--- src/rtl/wb_arbiter_if.sv ---
// Bus bundle between the result producers (ALU, long-op units), the
// write-back arbiter and the register-file write port.
//   master : result producers / register-file side
//   slave  : the write-back arbiter itself
interface wb_arbiter_if #(
  parameter int DEPTH  = 4,
  parameter int DATA_W = 64
);
  localparam int CW = $clog2(DEPTH) + 1;

  // single-cycle ALU result stream (never stalled)
  logic              AluValid;
  logic [4:0]        AluRd;
  logic [DATA_W-1:0] AluData;

  // multi-cycle long-op result stream (valid/ready)
  logic              LongValid;
  logic              LongReady;
  logic [4:0]        LongRd;
  logic [DATA_W-1:0] LongData;

  // register-file write port
  logic              RegWr;
  logic [4:0]        RW;
  logic [DATA_W-1:0] BusW;

  // hazard / status
  logic [31:0]       Pending;
  logic [CW-1:0]     Count;

  modport master (
    output AluValid, AluRd, AluData,
    output LongValid, LongRd, LongData,
    input  LongReady,
    input  RegWr, RW, BusW,
    input  Pending, Count
  );

  modport slave (
    input  AluValid, AluRd, AluData,
    input  LongValid, LongRd, LongData,
    output LongReady,
    output RegWr, RW, BusW,
    output Pending, Count
  );
endinterface

--- src/rtl/wb_arbiter.sv ---
// Write-back arbiter in front of the 32 x DATA_W register file.
// Merges the un-stallable ALU result stream and the long-op stream onto
// the single register-file write port. Long-op results wait in a small
// FIFO; an ALU write to the same destination kills older queued writes so
// the register file never sees a write-after-write reorder.
// Optional build macro: WB_BYPASS_EN -- when the FIFO is empty and the ALU
// is idle, an accepted long result goes straight to the write port.
module wb_arbiter #(
  parameter int DEPTH  = 4,
  parameter int DATA_W = 64
) (
  input logic        Clk,
  input logic        ResetL,
  wb_arbiter_if.slave bus
);

  localparam int PW = $clog2(DEPTH);
  localparam int CW = PW + 1;
  localparam logic [CW-1:0] FULL_COUNT = CW'(DEPTH);
  // x31 is the discard register: results aimed at it are never written
  localparam logic [4:0]    ZERO_REG   = 5'd31;

  // ---------------------------------------------------------------------
  // FIFO storage and control state
  // ---------------------------------------------------------------------
  logic [4:0]        rd_mem   [DEPTH];
  logic [DATA_W-1:0] data_mem [DEPTH];
  logic [DEPTH-1:0]  live_reg;
  logic [DEPTH-1:0]  live_next;
  logic [PW-1:0]     wr_ptr_reg;
  logic [PW-1:0]     rd_ptr_reg;
  logic [CW-1:0]     count_reg;

  // registered write-port outputs
  logic              regwr_reg;
  logic [4:0]        rw_reg;
  logic [DATA_W-1:0] busw_reg;

  // per-cycle decisions
  logic              long_ready;
  logic              push;
  logic              enq;
  logic              pop;
  logic              bypass;
  logic              new_live;
  logic              fifo_empty;

  // head of the FIFO
  logic [4:0]        head_rd;
  logic [DATA_W-1:0] head_data;
  logic              head_live;

  // pending-destination bitmap
  logic [31:0]       entry_dec [DEPTH];
  logic [31:0]       pending_comb;

  // ---------------------------------------------------------------------
  // Handshake and arbitration decisions
  // ---------------------------------------------------------------------
  assign fifo_empty = (count_reg == '0);

  // Ready depends only on registered occupancy, so a pop in a full cycle
  // cannot open the door until the following cycle.
  assign long_ready = ResetL && (count_reg < FULL_COUNT);
  assign push       = bus.LongValid && long_ready;

  // The ALU cannot be stalled, so it always owns the port when valid;
  // the FIFO head drains only in ALU-idle cycles.
  assign pop = !bus.AluValid && !fifo_empty;

`ifdef WB_BYPASS_EN
  // Nothing older is queued and the port is free: skip the FIFO.
  assign bypass = push && !bus.AluValid && fifo_empty;
`else
  assign bypass = 1'b0;
`endif

  assign enq = push && !bypass;

  // A long result accepted alongside a same-destination ALU result is
  // older than it, so it enters the queue already dead.
  assign new_live = (bus.LongRd != ZERO_REG) &&
                    !(bus.AluValid && (bus.LongRd == bus.AluRd));

  assign head_rd   = rd_mem[rd_ptr_reg];
  assign head_data = data_mem[rd_ptr_reg];
  assign head_live = live_reg[rd_ptr_reg];

  // ---------------------------------------------------------------------
  // Per-entry live-bit update and destination decode
  // ---------------------------------------------------------------------
  for (genvar gi = 0; gi < DEPTH; gi++) begin : g_entry
    logic is_wr_slot;
    logic is_rd_slot;
    logic alu_hit;

    assign is_wr_slot = enq && (wr_ptr_reg == PW'(gi));
    assign is_rd_slot = pop && (rd_ptr_reg == PW'(gi));
    // only live entries can be killed, so stale rd_mem contents are harmless
    assign alu_hit    = bus.AluValid && live_reg[gi] && (rd_mem[gi] == bus.AluRd);

    // The write slot is never the popped slot (push needs room, pop needs
    // an entry, and they collide only when empty), so priority is safe.
    assign live_next[gi] = is_wr_slot ? new_live :
                           is_rd_slot ? 1'b0     :
                           alu_hit    ? 1'b0     :
                                        live_reg[gi];

    assign entry_dec[gi] = live_reg[gi] ? (32'd1 << rd_mem[gi]) : 32'd0;
  end

  // OR the per-entry one-hot destinations into the hazard bitmap
  always_comb begin
    pending_comb = '0;
    for (int i = 0; i < DEPTH; i++) begin
      pending_comb = pending_comb | entry_dec[i];
    end
    pending_comb[31] = 1'b0;
  end

  // ---------------------------------------------------------------------
  // Sequential state
  // ---------------------------------------------------------------------

  // Entry payload storage; contents only matter while the slot is occupied
  always_ff @(posedge Clk) begin
    if (enq) begin
      rd_mem[wr_ptr_reg]   <= bus.LongRd;
      data_mem[wr_ptr_reg] <= bus.LongData;
    end
  end

  // Live bits: cleared on reset so a mid-operation reset drops every entry
  always_ff @(posedge Clk or negedge ResetL) begin
    if (!ResetL) begin
      live_reg <= '0;
    end else begin
      live_reg <= live_next;
    end
  end

  // Pointers wrap naturally; the extra count bit separates full from empty
  always_ff @(posedge Clk or negedge ResetL) begin
    if (!ResetL) begin
      wr_ptr_reg <= '0;
      rd_ptr_reg <= '0;
      count_reg  <= '0;
    end else begin
      if (enq) begin
        wr_ptr_reg <= wr_ptr_reg + PW'(1);
      end
      if (pop) begin
        rd_ptr_reg <= rd_ptr_reg + PW'(1);
      end
      case ({enq, pop})
        2'b10:   count_reg <= count_reg + CW'(1);
        2'b01:   count_reg <= count_reg - CW'(1);
        default: count_reg <= count_reg;
      endcase
    end
  end

  // Write port: one winner per cycle, RW/BusW hold when nothing is written
  always_ff @(posedge Clk or negedge ResetL) begin
    if (!ResetL) begin
      regwr_reg <= 1'b0;
      rw_reg    <= '0;
      busw_reg  <= '0;
    end else if (bus.AluValid) begin
      regwr_reg <= (bus.AluRd != ZERO_REG);
      rw_reg    <= bus.AluRd;
      busw_reg  <= bus.AluData;
    end else if (pop) begin
      if (head_live && (head_rd != ZERO_REG)) begin
        regwr_reg <= 1'b1;
        rw_reg    <= head_rd;
        busw_reg  <= head_data;
      end else begin
        regwr_reg <= 1'b0;
      end
    end else if (bypass) begin
      regwr_reg <= (bus.LongRd != ZERO_REG);
      rw_reg    <= bus.LongRd;
      busw_reg  <= bus.LongData;
    end else begin
      regwr_reg <= 1'b0;
    end
  end

  // ---------------------------------------------------------------------
  // Outputs
  // ---------------------------------------------------------------------
  assign bus.LongReady = long_ready;
  assign bus.RegWr     = regwr_reg;
  assign bus.RW        = rw_reg;
  assign bus.BusW      = busw_reg;
  assign bus.Pending   = pending_comb;
  assign bus.Count     = count_reg;

endmodule

--- src/flat_wrapper.sv ---
// flat-port wrapper written by rule: the top's interface ports become plain ports
module wb_arbiter_flat 
#(
  parameter int DEPTH  = 4,
  parameter int DATA_W = 64
)
  (Clk, ResetL, bus_AluValid, bus_AluRd, bus_AluData, bus_LongValid, bus_LongRd, bus_LongData, bus_LongReady, bus_RegWr, bus_RW, bus_BusW, bus_Pending, bus_Count);
  wb_arbiter_if #(.DEPTH(DEPTH), .DATA_W(DATA_W)) bus_i ();
  input logic Clk;
  input logic ResetL;
  input wire logic [$bits(bus_i.AluValid)-1:0] bus_AluValid;
  input wire logic [$bits(bus_i.AluRd)-1:0] bus_AluRd;
  input wire logic [$bits(bus_i.AluData)-1:0] bus_AluData;
  input wire logic [$bits(bus_i.LongValid)-1:0] bus_LongValid;
  input wire logic [$bits(bus_i.LongRd)-1:0] bus_LongRd;
  input wire logic [$bits(bus_i.LongData)-1:0] bus_LongData;
  output wire logic [$bits(bus_i.LongReady)-1:0] bus_LongReady;
  output wire logic [$bits(bus_i.RegWr)-1:0] bus_RegWr;
  output wire logic [$bits(bus_i.RW)-1:0] bus_RW;
  output wire logic [$bits(bus_i.BusW)-1:0] bus_BusW;
  output wire logic [$bits(bus_i.Pending)-1:0] bus_Pending;
  output wire logic [$bits(bus_i.Count)-1:0] bus_Count;
  assign bus_i.AluValid = bus_AluValid;
  assign bus_i.AluRd = bus_AluRd;
  assign bus_i.AluData = bus_AluData;
  assign bus_i.LongValid = bus_LongValid;
  assign bus_i.LongRd = bus_LongRd;
  assign bus_i.LongData = bus_LongData;
  assign bus_LongReady = bus_i.LongReady;
  assign bus_RegWr = bus_i.RegWr;
  assign bus_RW = bus_i.RW;
  assign bus_BusW = bus_i.BusW;
  assign bus_Pending = bus_i.Pending;
  assign bus_Count = bus_i.Count;
  wb_arbiter #(.DEPTH(DEPTH), .DATA_W(DATA_W)) u_core (.Clk(Clk), .ResetL(ResetL), .bus(bus_i));
endmodule
--- config.mk ---
export PLATFORM = sky130hd
export DESIGN_NAME = wb_arbiter_flat
export DESIGN_NICKNAME = d
export VERILOG_FILES = /design/src/rtl/wb_arbiter_if.sv /design/src/rtl/wb_arbiter.sv /design/src/flat_wrapper.sv
export SDC_FILE = /design/constraint.sdc
export NUM_CORES = 1
export LEC_CHECK = 0
export ABC_AREA = 1
export CAP_MARGIN = 20
export CORE_AREA = 2 2 257 259
export DETAILED_ROUTE_END_ITERATION = 8
export DIE_AREA = 0 0 259 261
export PLACE_DENSITY = 0.46
export SLEW_MARGIN = 5
export SYNTH_ARGS = -nofsm -noshare
export SYNTH_HDL_FRONTEND = slang
export SYNTH_SLANG_ARGS = --single-unit
--- constraint.sdc ---
create_clock -name Clk -period 6.25 [get_ports Clk]
set_input_delay 0.625 -clock Clk [delete_from_list [all_inputs] [get_ports Clk]]
set_output_delay 0.625 -clock Clk [all_outputs]
set_load 0.01 [all_outputs]
# After elaboration in Yosys (flattened, before gate mapping)

Memories as Yosys holds them, arrays and structs flattened.
Index checks and enable logic that the tools add are counted.

Register bits after elaboration: 81
Latch bits: 0
Memory bits (writable): 276
ROM bits: 0
Input bits: 142
Output and inout bits: 106
Word-level logic and storage cells: 107
Memories: 2

Add/sub/neg operators: 4
Multiply operators: 0
Divide/modulo/power cells: 0
Order comparisons: 2
Equality and inequality tests: 16
Shift operators: 4
Muxes and demuxes: 30
Bitwise gates (word level): 3
Reductions and logical operators: 36

Memories:

| name            | depth | width | read ports | clocked after memory_dff | wr ports | line             | RTL |
|---|---|---|---|---|---|---|---|
| u_core.data_mem | 4     | 64    | 1          | 0                        | 1        | wb_arbiter.sv:27 | `logic [DATA_W-1:0] data_mem [DEPTH];` |
| u_core.rd_mem   | 4     | 5     | 5          | 0                        | 1        | wb_arbiter.sv:26 | `logic [4:0] rd_mem [DEPTH];` |

Operator list:

| cell                 | count |
|---|---|
| $mux 64              | 3 |
| $mux 31              | 4 |
| $shl 1x5->31 const A | 4 |
| $or 31x31->31        | 3 |
| $eq 5x5->1           | 5 |
| $logic_and 1x1->1    | 22 |
| $mux 1               | 18 |
| $mux 5               | 3 |
| $ne 5x5->1 const B   | 3 |
| $reduce_bool 3->1    | 4 |
| $eq 2x2->1 const B   | 5 |
| $eq 2x1->1 const B   | 3 |
| $pmux 3 s2           | 1 |
| $reduce_bool 2->1    | 3 |
| $add 2x1->2 const B  | 2 |
| $logic_not 2->1      | 2 |
| $add 3x1->3 const B  | 1 |
| $logic_not 1->1      | 3 |
| $logic_not 3->1      | 1 |
| $lt 2x3->1 const B   | 1 |
| $lt 3x3->1 const B   | 1 |
| $sub 3x1->3 const B  | 1 |
| $bmux 1 s2           | 1 |
| $reduce_and 2->1     | 1 |

# Depth between registers and ports, before layout

Gate-level depths: netlist of the first run.

Word-level depth: 6
Depth in mapped cells: 14

# Worst setup path after synthesis of the first run

No wires, ideal clock.

Kind: input -> register
Start: input port ResetL
End: memory u_core.data_mem[0][0] (enable)
Setup time: 0.500 ns
Data arrival time: 4.066 ns
Slack: 1.684 ns
Cell stages on the path: 4
Cell sequence: inv_1 > nor2_1 > nand2_1 > nor2_1

Cells in the longest elaborated chain, start to end: 4

Ends and longest elaborated chain:

| item                         | line               | RTL |
|---|---|---|
| start: declaration           | flat_wrapper.sv:10 | `input logic ResetL;` |
| $logic_and 1x1->1            | wb_arbiter.sv:64   | `assign long_ready = ResetL && (count_reg < FULL_COUNT);` |
| via bus_LongReady            | flat_wrapper.sv:17 | `output wire logic [$bits(bus_i.LongReady)-1:0] bus_LongReady;` |
| $logic_and 1x1->1            | wb_arbiter.sv:65   | `assign push = bus.LongValid && long_ready;` |
| $mux 1                       | wb_arbiter.sv:127  | `if (enq) begin` |
| $mux 1 (not written as such) | wb_arbiter.sv:129  | `data_mem[wr_ptr_reg] <= bus.LongData;` |
| end: declaration             | wb_arbiter.sv:27   |  |

The timed path passes the listed nets, and every way through them passes these cells.

# Worst setup path in the final report of the first run

Start: register u_core.rd_ptr_reg[0]
End: register u_core.busw_reg[8], in the netlist u_core.bus.BusW[8]

Cells in the longest elaborated chain, start to end: 5
Elaborated cells between the ends (all ways): 11
Those cells by class: 1 x eq/ne; 5 x mux; 3 x reduce/logical; 2 x memory

Ends and longest elaborated chain:

| item                                      | line                                | RTL |
|---|---|---|
| start: declaration                        | wb_arbiter.sv:31                    | `logic [PW-1:0] rd_ptr_reg;` |
| start signal: assignment                  | wb_arbiter.sv:153                   | `rd_ptr_reg <= rd_ptr_reg + PW'(1);` |
| $mem_v2 4x5 or $bmux 1 s2 (tied branches) | --                                  |  |
| $ne 5x5->1 or $mux 1 (tied branches)      | wb_arbiter.sv:174, wb_arbiter.sv:87 |  |
| $logic_and 1x1->1                         | wb_arbiter.sv:174                   | `if (head_live && (head_rd != ZERO_REG)) begin` |
| $reduce_bool 2->1 (no source line)        | --                                  |  |
| $reduce_and 2->1 (no source line)         | --                                  |  |
| end signal: assignment                    | wb_arbiter.sv:172                   | `busw_reg <= bus.AluData;` |
| end signal: assignment                    | wb_arbiter.sv:177                   | `busw_reg <= head_data;` |
| end signal: assignment                    | wb_arbiter.sv:184                   | `busw_reg <= bus.LongData;` |
| end: declaration                          | wb_arbiter.sv:37                    | `logic [DATA_W-1:0] busw_reg;` |

Parallel ways exist; a longest one is shown, timed or not. The select of a mux whose other input is x is not followed.
A chain may end at the register's enable or synchronous reset.

==> results of run 1 <==
worst register-to-register path, cell delays in order (launching register included):
cell and delay (ns):
dfrtp_4 0.74, inv_4 0.83, nand2_1 0.17, nand3_1 0.12, nand2_1 0.08, nor2_1 0.11
nand3_1 0.13, nand2_4 0.74, nand2_4 0.82, nand2_1 0.25, nand2_1 0.08
power breakdown:
part           internal (mW)  switching [mW]
Sequential              2.96           0.340
Combinational           1.07            1.84
Clock                   1.50           0.983
Total                   5.53            3.17
cell type report:
type                            count  area, um2
Antenna cell                        2      5.005
Clock buffer                       58       1225
Clock inverter                     20      183.9
Fill cell                        6624      44330
Inverter                           47      183.9
Multi-Input combinational cell   1103       5117
Sequential cell                   357      10320
Tap cell                          864       1081
Timing Repair Buffer              264       2592
placed cells by master, fill, tap and decap left out, types with 5 or more instances in the layout:
master	count
a211oi_1	6
a21oi_1	142
buf_4	20
clkbuf_1	8
clkbuf_16	45
clkbuf_8	5
clkdlybuf4s50_1	244
clkinv_1	11
clkinv_2	7
dfrtp_1	79
edfxtp_1	276
ha_1	9
inv_1	39
nand2_1	615
nand3_1	116
nand4_1	21
nor2_1	54
nor3_1	7
nor4_1	15
o2111ai_1	12
o21ai_0	11
o22ai_1	9
o31ai_1	64
xor2_1	7
worst paths after layout:
kind	endpoint	slack (ns)	cells past startpoint
setup / recovery	u_core.bus.BusW[8]$_DFFE_PN0P_	2.06	10
hold / removal	u_core.bus.BusW[23]$_DFFE_PN0P_	0.11	1
setup reg to reg	u_core.bus.BusW[8]$_DFFE_PN0P_	2.06	10
hold reg to reg	u_core.bus.Count[0]$_DFFE_PN0P_	0.51	1
max in group asynchronous	u_core.rd_ptr_reg[0]$_DFFE_PN0P_	4.92	2
min in group Clk	u_core.bus.Count[0]$_DFFE_PN0P_	0.51	1
Yosys cell counts, types with 3 or more instances:
master     count  area share [%]
ha_1           9            0.70
xnor2_1        3            0.16
nand3_1      116             3.6
xor2_1         7            0.38
o21ai_0       11            0.34
nand4_1       21            0.82
buf_6          4            0.28
buf_1         14            0.33
nand2_1      615              14
nor3_1         7            0.22
nor4_1        15            0.58
clkinv_1       4           0.093
a211oi_1       6            0.28
o2111ai_1     12            0.65
a21oi_1      142             4.4
o31ai_1       64             3.0
edfxtp_1     276              52
inv_1         41            0.96
clkbuf_1      47             1.1
dfrtp_1       81              13
o22ai_1        9            0.35
buf_2         39             1.2
nor2_1        57             1.3
kinds of logic after synthesis:
logic type	count (synthesis)	share of synthesized area [%]
AO/OA/AOI/OAI	249	9.246
XOR/XNOR	10	0.5453
adder cells (fa/ha/maj)	10	0.8257
buffers and inverters	153	4.128
flip-flops	357	64.22
other	1	0.02335
AND/OR/NAND/NOR	833	21.02
layer usage:
layer	share of wire, %	vias to the layer above	track usage, %	routed length (um)
met5	0.079	-	0	43
met4	1.9	6	3.741	1018
met3	6.7	78	3.736	3648
met2	48	395	26.89	26330
met1	43	6202	20.53	23520
li1	-	5995	-	-
==> impl_metrics.tcl, run 1 <==
set metrics [dict create \
    nNetsFinal 1967 \
    worstSetupPathType "reg2reg" \
    placed_cells 2635 \
    grt_first_pass_wirelength_um 81260 \
    design_area_um2 20710 \
    avgSynthCellArea_um2 9.958 \
    status "complete, no violations" \
    clock_path_buffers 3 \
    core_um2 65040 \
    grt_usage_pct 15.87 \
    drc 0 \
    largest_reg_flops 256 \
    power_density_nw_per_um2 419.9 \
    placed_area_um2 19300 \
    via_per_inst 4.669 \
    io-pin-count 248 \
    hold_viol 0 \
    wirelength_um 54560 \
    clock-root-buffer "clkbuf_16" \
    max_slew_margin_pct 28.76 \
    place_ws_ns 1.984 \
    async_flop_share_pct 22.69 \
    worst_hold_slack_ns 0.1144 \
    drive_gt1_share_pct 5.084 \
    fmax_mhz 238.7 \
    crit_path_end_kind "flip-flop" \
    path_clk_slew_ns 0.06 \
    antenna_found_initial 3 \
    grt_max_degree 83 \
    cp_num_buf_inv 1 \
    ant_nets 0 \
    cts_tree "done" \
    ys_seq_area_share_pct 64.22 \
    maxCapViolCount 0 \
    h-tree-depth 2 \
    setup_violations 0 \
    cts_sinks 357 \
    place_congestion 0.8762 \
    tns_ns 0 \
    port_buffers 246 \
    top_register "u_core.data_mem" \
    post-cts-setup-buffer-count 0 \
    die_w_um 259 \
    syn_to_final_growth_pct 28.94 \
    fin_util_pct 31.84 \
    cts_buffers 42 \
    yosysUniqueCellTypes 33 \
    drv_slew 0 \
    cp_top_family "simple AND/OR/NAND/NOR gates" \
    worstPathCellList "inv_4 -> nand2_1 -> nand3_1 -> nand2_1 -> nor2_1 -> nand3_1 -> nand2_4 -> nand2_4 -> nand2_1 -> nand2_1" \
    rr_startpoint "u_core.rd_ptr_reg[0]$_DFFE_PN0P_" \
    routedWlPerCell_um 20.09 \
    power_mw 8.696 \
    grt_pass1_vias 12690 \
    p_leak_nw 7.863 \
    die_area_um2 67600 \
    dp_hpwl_um 33710 \
    initial_core_util_pct 24.70 \
    instances_no_fill 2715 \
    rsz0062_at_grt "false" \
    startpoint "u_core.rd_ptr_reg[0]$_DFFE_PN0P_" \
    timing.final.crit_period_ns 4.189 \
    synth-main-ff-cell "edfxtp_1" \
    clock_skew_ns 0.009254 \
    slowest_delay_ns 0.80 \
    syn-cell-area_um2 16060 \
    worst_slew_pin_slew_ns 1.069 \
    period_share_pct 67.02 \
    synth-edff-count 276 \
    hold_buffers 0 \
    synth_warnings 0 \
    critPathRequiredTime_ns 6.68 \
    synth.ff_latch_count 357 \
    peakVddDrop_mv 0.1759 \
    die_h_um 261 \
    hp-class "in2async" \
    grt_overflow 0 \
    cts_resized 0 \
    critPathMostFrequentCell "nand2_1" \
    cp.arrival_ns 4.62 \
    crit_path_top_delay_cell "nand2_4" \
    clock_latency_ns 0.55 \
    synth_nets 1765 \
    path_max_fanout 77 \
    start_kind "flip-flop" \
    first_pass_iters 5 \
    via_count 12680 \
    syn_inst 1613 \
    rows 94 \
    fin_ws_ns 2.061 \
    drt_iter0_drc 924 \
]
No activity file was read; power rests on OpenSTA's default activity.
==> run 2: changes to the inputs <==
Settings changed: PLACE_DENSITY 0.46 to 0.47.
Clock period 6.25 ns to 3.85 ns, I/O delays scaled along.
==> run 2 against run 1 <==
  * Clock power increased by 58%
  * Critical path depth decreased by 5
  * Global-route usage increased by 0.41 points
  * Cell count increased by 0.37%
  * Hold slack improved by 0.27 ns
  * Sequential share of layout area decreased by 0.25 points
  * Flip-flop and latch count unchanged
  * Core utilization increased by 0.16 points
  * Critical endpoint is now bus_Pending[24]
  * Largest cell class unchanged
  * Largest power group unchanged
==> impl_metrics.tcl, run 2 (synthesis gave the netlist of run 1 again) <==
set metrics [dict create \
    port_buffers 246 \
    cts_buffers 40 \
    grt_pass1_vias 13080 \
    grt_overflow 0 \
    design_area_um2 20820 \
    ant_nets 0 \
    final_common_cell "nand2_1" \
    drv_slew 0 \
    cp_num_buf_inv 2 \
    placed_area_um2 19420 \
    rr_startpoint "u_core.rd_ptr_reg[1]$_DFFE_PN0P_" \
    slowest_delay_ns 0.78 \
    die_area_um2 67600 \
    drc 0 \
    first_pass_iters 5 \
    r2r_setup_slack_ns 1.04 \
    timing.final.crit_period_ns 3.142 \
    hold_viol 0 \
    cp.arrival_ns 2.76 \
    place_congestion 0.9170 \
    syn_to_final_growth_pct 29.58 \
    status "complete, no violations" \
    maxCapViolCount 0 \
    p_leak_nw 7.900 \
    power_density_nw_per_um2 679.2 \
    via_count 12860 \
    hp-class "in2reg" \
    place_ws_ns 1.018 \
    dp_hpwl_um 34830 \
    grt_max_degree 93 \
    crit_path_end_kind "primary output" \
    fmax_mhz 318.3 \
    wl_met1_um 23730 \
    worstPathCellList "inv_1 -> nor4_1 -> nand2_1 -> nand4_1 -> clkdlybuf4s50_1" \
    path_clk_slew_ns 0.05 \
    crit_path_top_delay_cell "edfxtp_1" \
    start_kind "flip-flop" \
    worstSetupPathType "reg2out" \
    core_um2 65040 \
    largest_reg_flops 256 \
    fin_ws_ns 0.7081 \
    antenna_found_initial 8 \
    drive_gt1_share_pct 5.594 \
    grt_first_pass_wirelength_um 83380 \
    io-pin-count 248 \
    r2r_end "u_core.bus.BusW[33]$_DFFE_PN0P_" \
    die_h_um 261 \
    clock_latency_ns 0.55 \
    grt_usage_pct 16.28 \
    top_register "u_core.data_mem" \
    max_slew_margin_pct 29.51 \
    dr_wl_met3_um 3652 \
    top_layer "met5" \
    via_per_inst 4.719 \
    nNetsFinal 1979 \
    initial_core_util_pct 24.70 \
    period_share_pct 81.61 \
    cts_sinks 357 \
    clock_skew_ns 0.02824 \
    setup_violations 0 \
    cts_tree "done" \
    worst-path-stages 5 \
    routedWlPerCell_um 20.45 \
    path_max_fanout 13 \
    crit_end "bus_Pending[24]" \
    rows 94 \
    clock_path_buffers 3 \
    rsz0062_at_grt "false" \
    drt_iter0_drc 878 \
    final_cell_mix "615 x nand2_1, 276 x edfxtp_1, 244 x clkdlybuf4s50_1" \
    reg2regPathDepth 9 \
    critPathRequiredTime_ns 3.46 \
    die_w_um 259 \
    startpoint "u_core.rd_mem[2][3]$_DFFE_PP_" \
    cp_top_family "flip-flops" \
    cts_resized 0 \
    peakVddDrop_mv 0.6483 \
    wirelength_um 55730 \
    worst_slew_pin_slew_ns 1.057 \
    post-cts-setup-buffer-count 0 \
    dr_wl_met2_um 27060 \
    h-tree-depth 2 \
    clock-root-buffer "clkbuf_16" \
]
## run 2: cell types whose count changed in the layout (fill, tap and decap cells not counted), moves of 2 or more
cell        delta
clkinv_1       -2
clkbuf_16      -3
clkinv_4       -4
clkbuf_8       -2
clkinvlp_4     +4
buf_4          +9
buf_12         +3
## run 2: layout make-up
| type | count | area (um2) |
|---|---|---|
| Sequential cell | 357 | 10320 |
| Antenna cell | 2 | 5.005 |
| Clock buffer | 54 | 1126 |
| Fill cell | 6722 | 44220 |
| Clock inverter | 20 | 221.5 |
| Inverter | 47 | 183.9 |
| Multi-Input combinational cell | 1103 | 5117 |
| Timing Repair Buffer | 278 | 2758 |
| Tap cell | 864 | 1081 |
## run 2: worst min-delay path by stage
stage	start	to	slack, ns	cells past startpoint
final	bus_AluValid	u_core.rd_ptr_reg[0]$_DFFE_PN0P_	0.39	4
after global routing	bus_AluValid	u_core.rd_ptr_reg[0]$_DFFE_PN0P_	0.36	4
after CTS	bus_AluValid	u_core.rd_ptr_reg[0]$_DFFE_PN0P_	0.33	4
after detailed placement	ResetL	u_core.bus.BusW[22]$_DFFE_PN0P_	0.47	2
after global placement	ResetL	u_core.bus.BusW[21]$_DFFE_PN0P_	0.46	2
after floorplan	ResetL	u_core.bus.BusW[0]$_DFFE_PN0P_	0.09	0
## run 2: power by group
| group | switching (mW) | leakage [nW] | internal (mW) |
|---|---|---|---|
| clock network | 1.58 | 0.642 | 2.33 |
| logic | 3.08 | 3.78 | 1.81 |
| registers | 0.529 | 3.48 | 4.81 |
## run 2: stage by stage
| step | total power, mW | util, % | cells | hold WS, ns | setup TNS [ns] |
|---|---|---|---|---|---|
| after floorplan | 8.061 | - | 1613 | 0.08941 | -106.65 |
| after global placement | 10.34 | 29.87 | 2647 | 0.4604 | 0 |
| after detailed placement | 10.38 | 29.87 | 2647 | 0.4652 | 0 |
| after CTS | 14.37 | 31.95 | 2722 | 0.3317 | 0 |
| after global routing | 15.05 | 32.00 | 2724 | 0.3593 | 0 |
| final | 14.14 | 32.00 | 2725 | 0.3879 | 0 |
## run 2: what timing repair did
item	CTS	global route
hold endpoints to repair	22	0
hold buffers	1	0
setup endpoints to repair	0	0
## run 2: worst register-to-register path: cells and delay by family, from the launching register on
family	cells	cell delay (ns)
flops	1	0.70
buf+inv	2	1.14
simple gates	7	0.89
## run 2: routing by layer
metal	up-vias	GRT usage, %
met3	95	3.765
met2	385	27.72
li1	6018	-
met4	14	4.448
met5	-	0
met1	6346	20.75
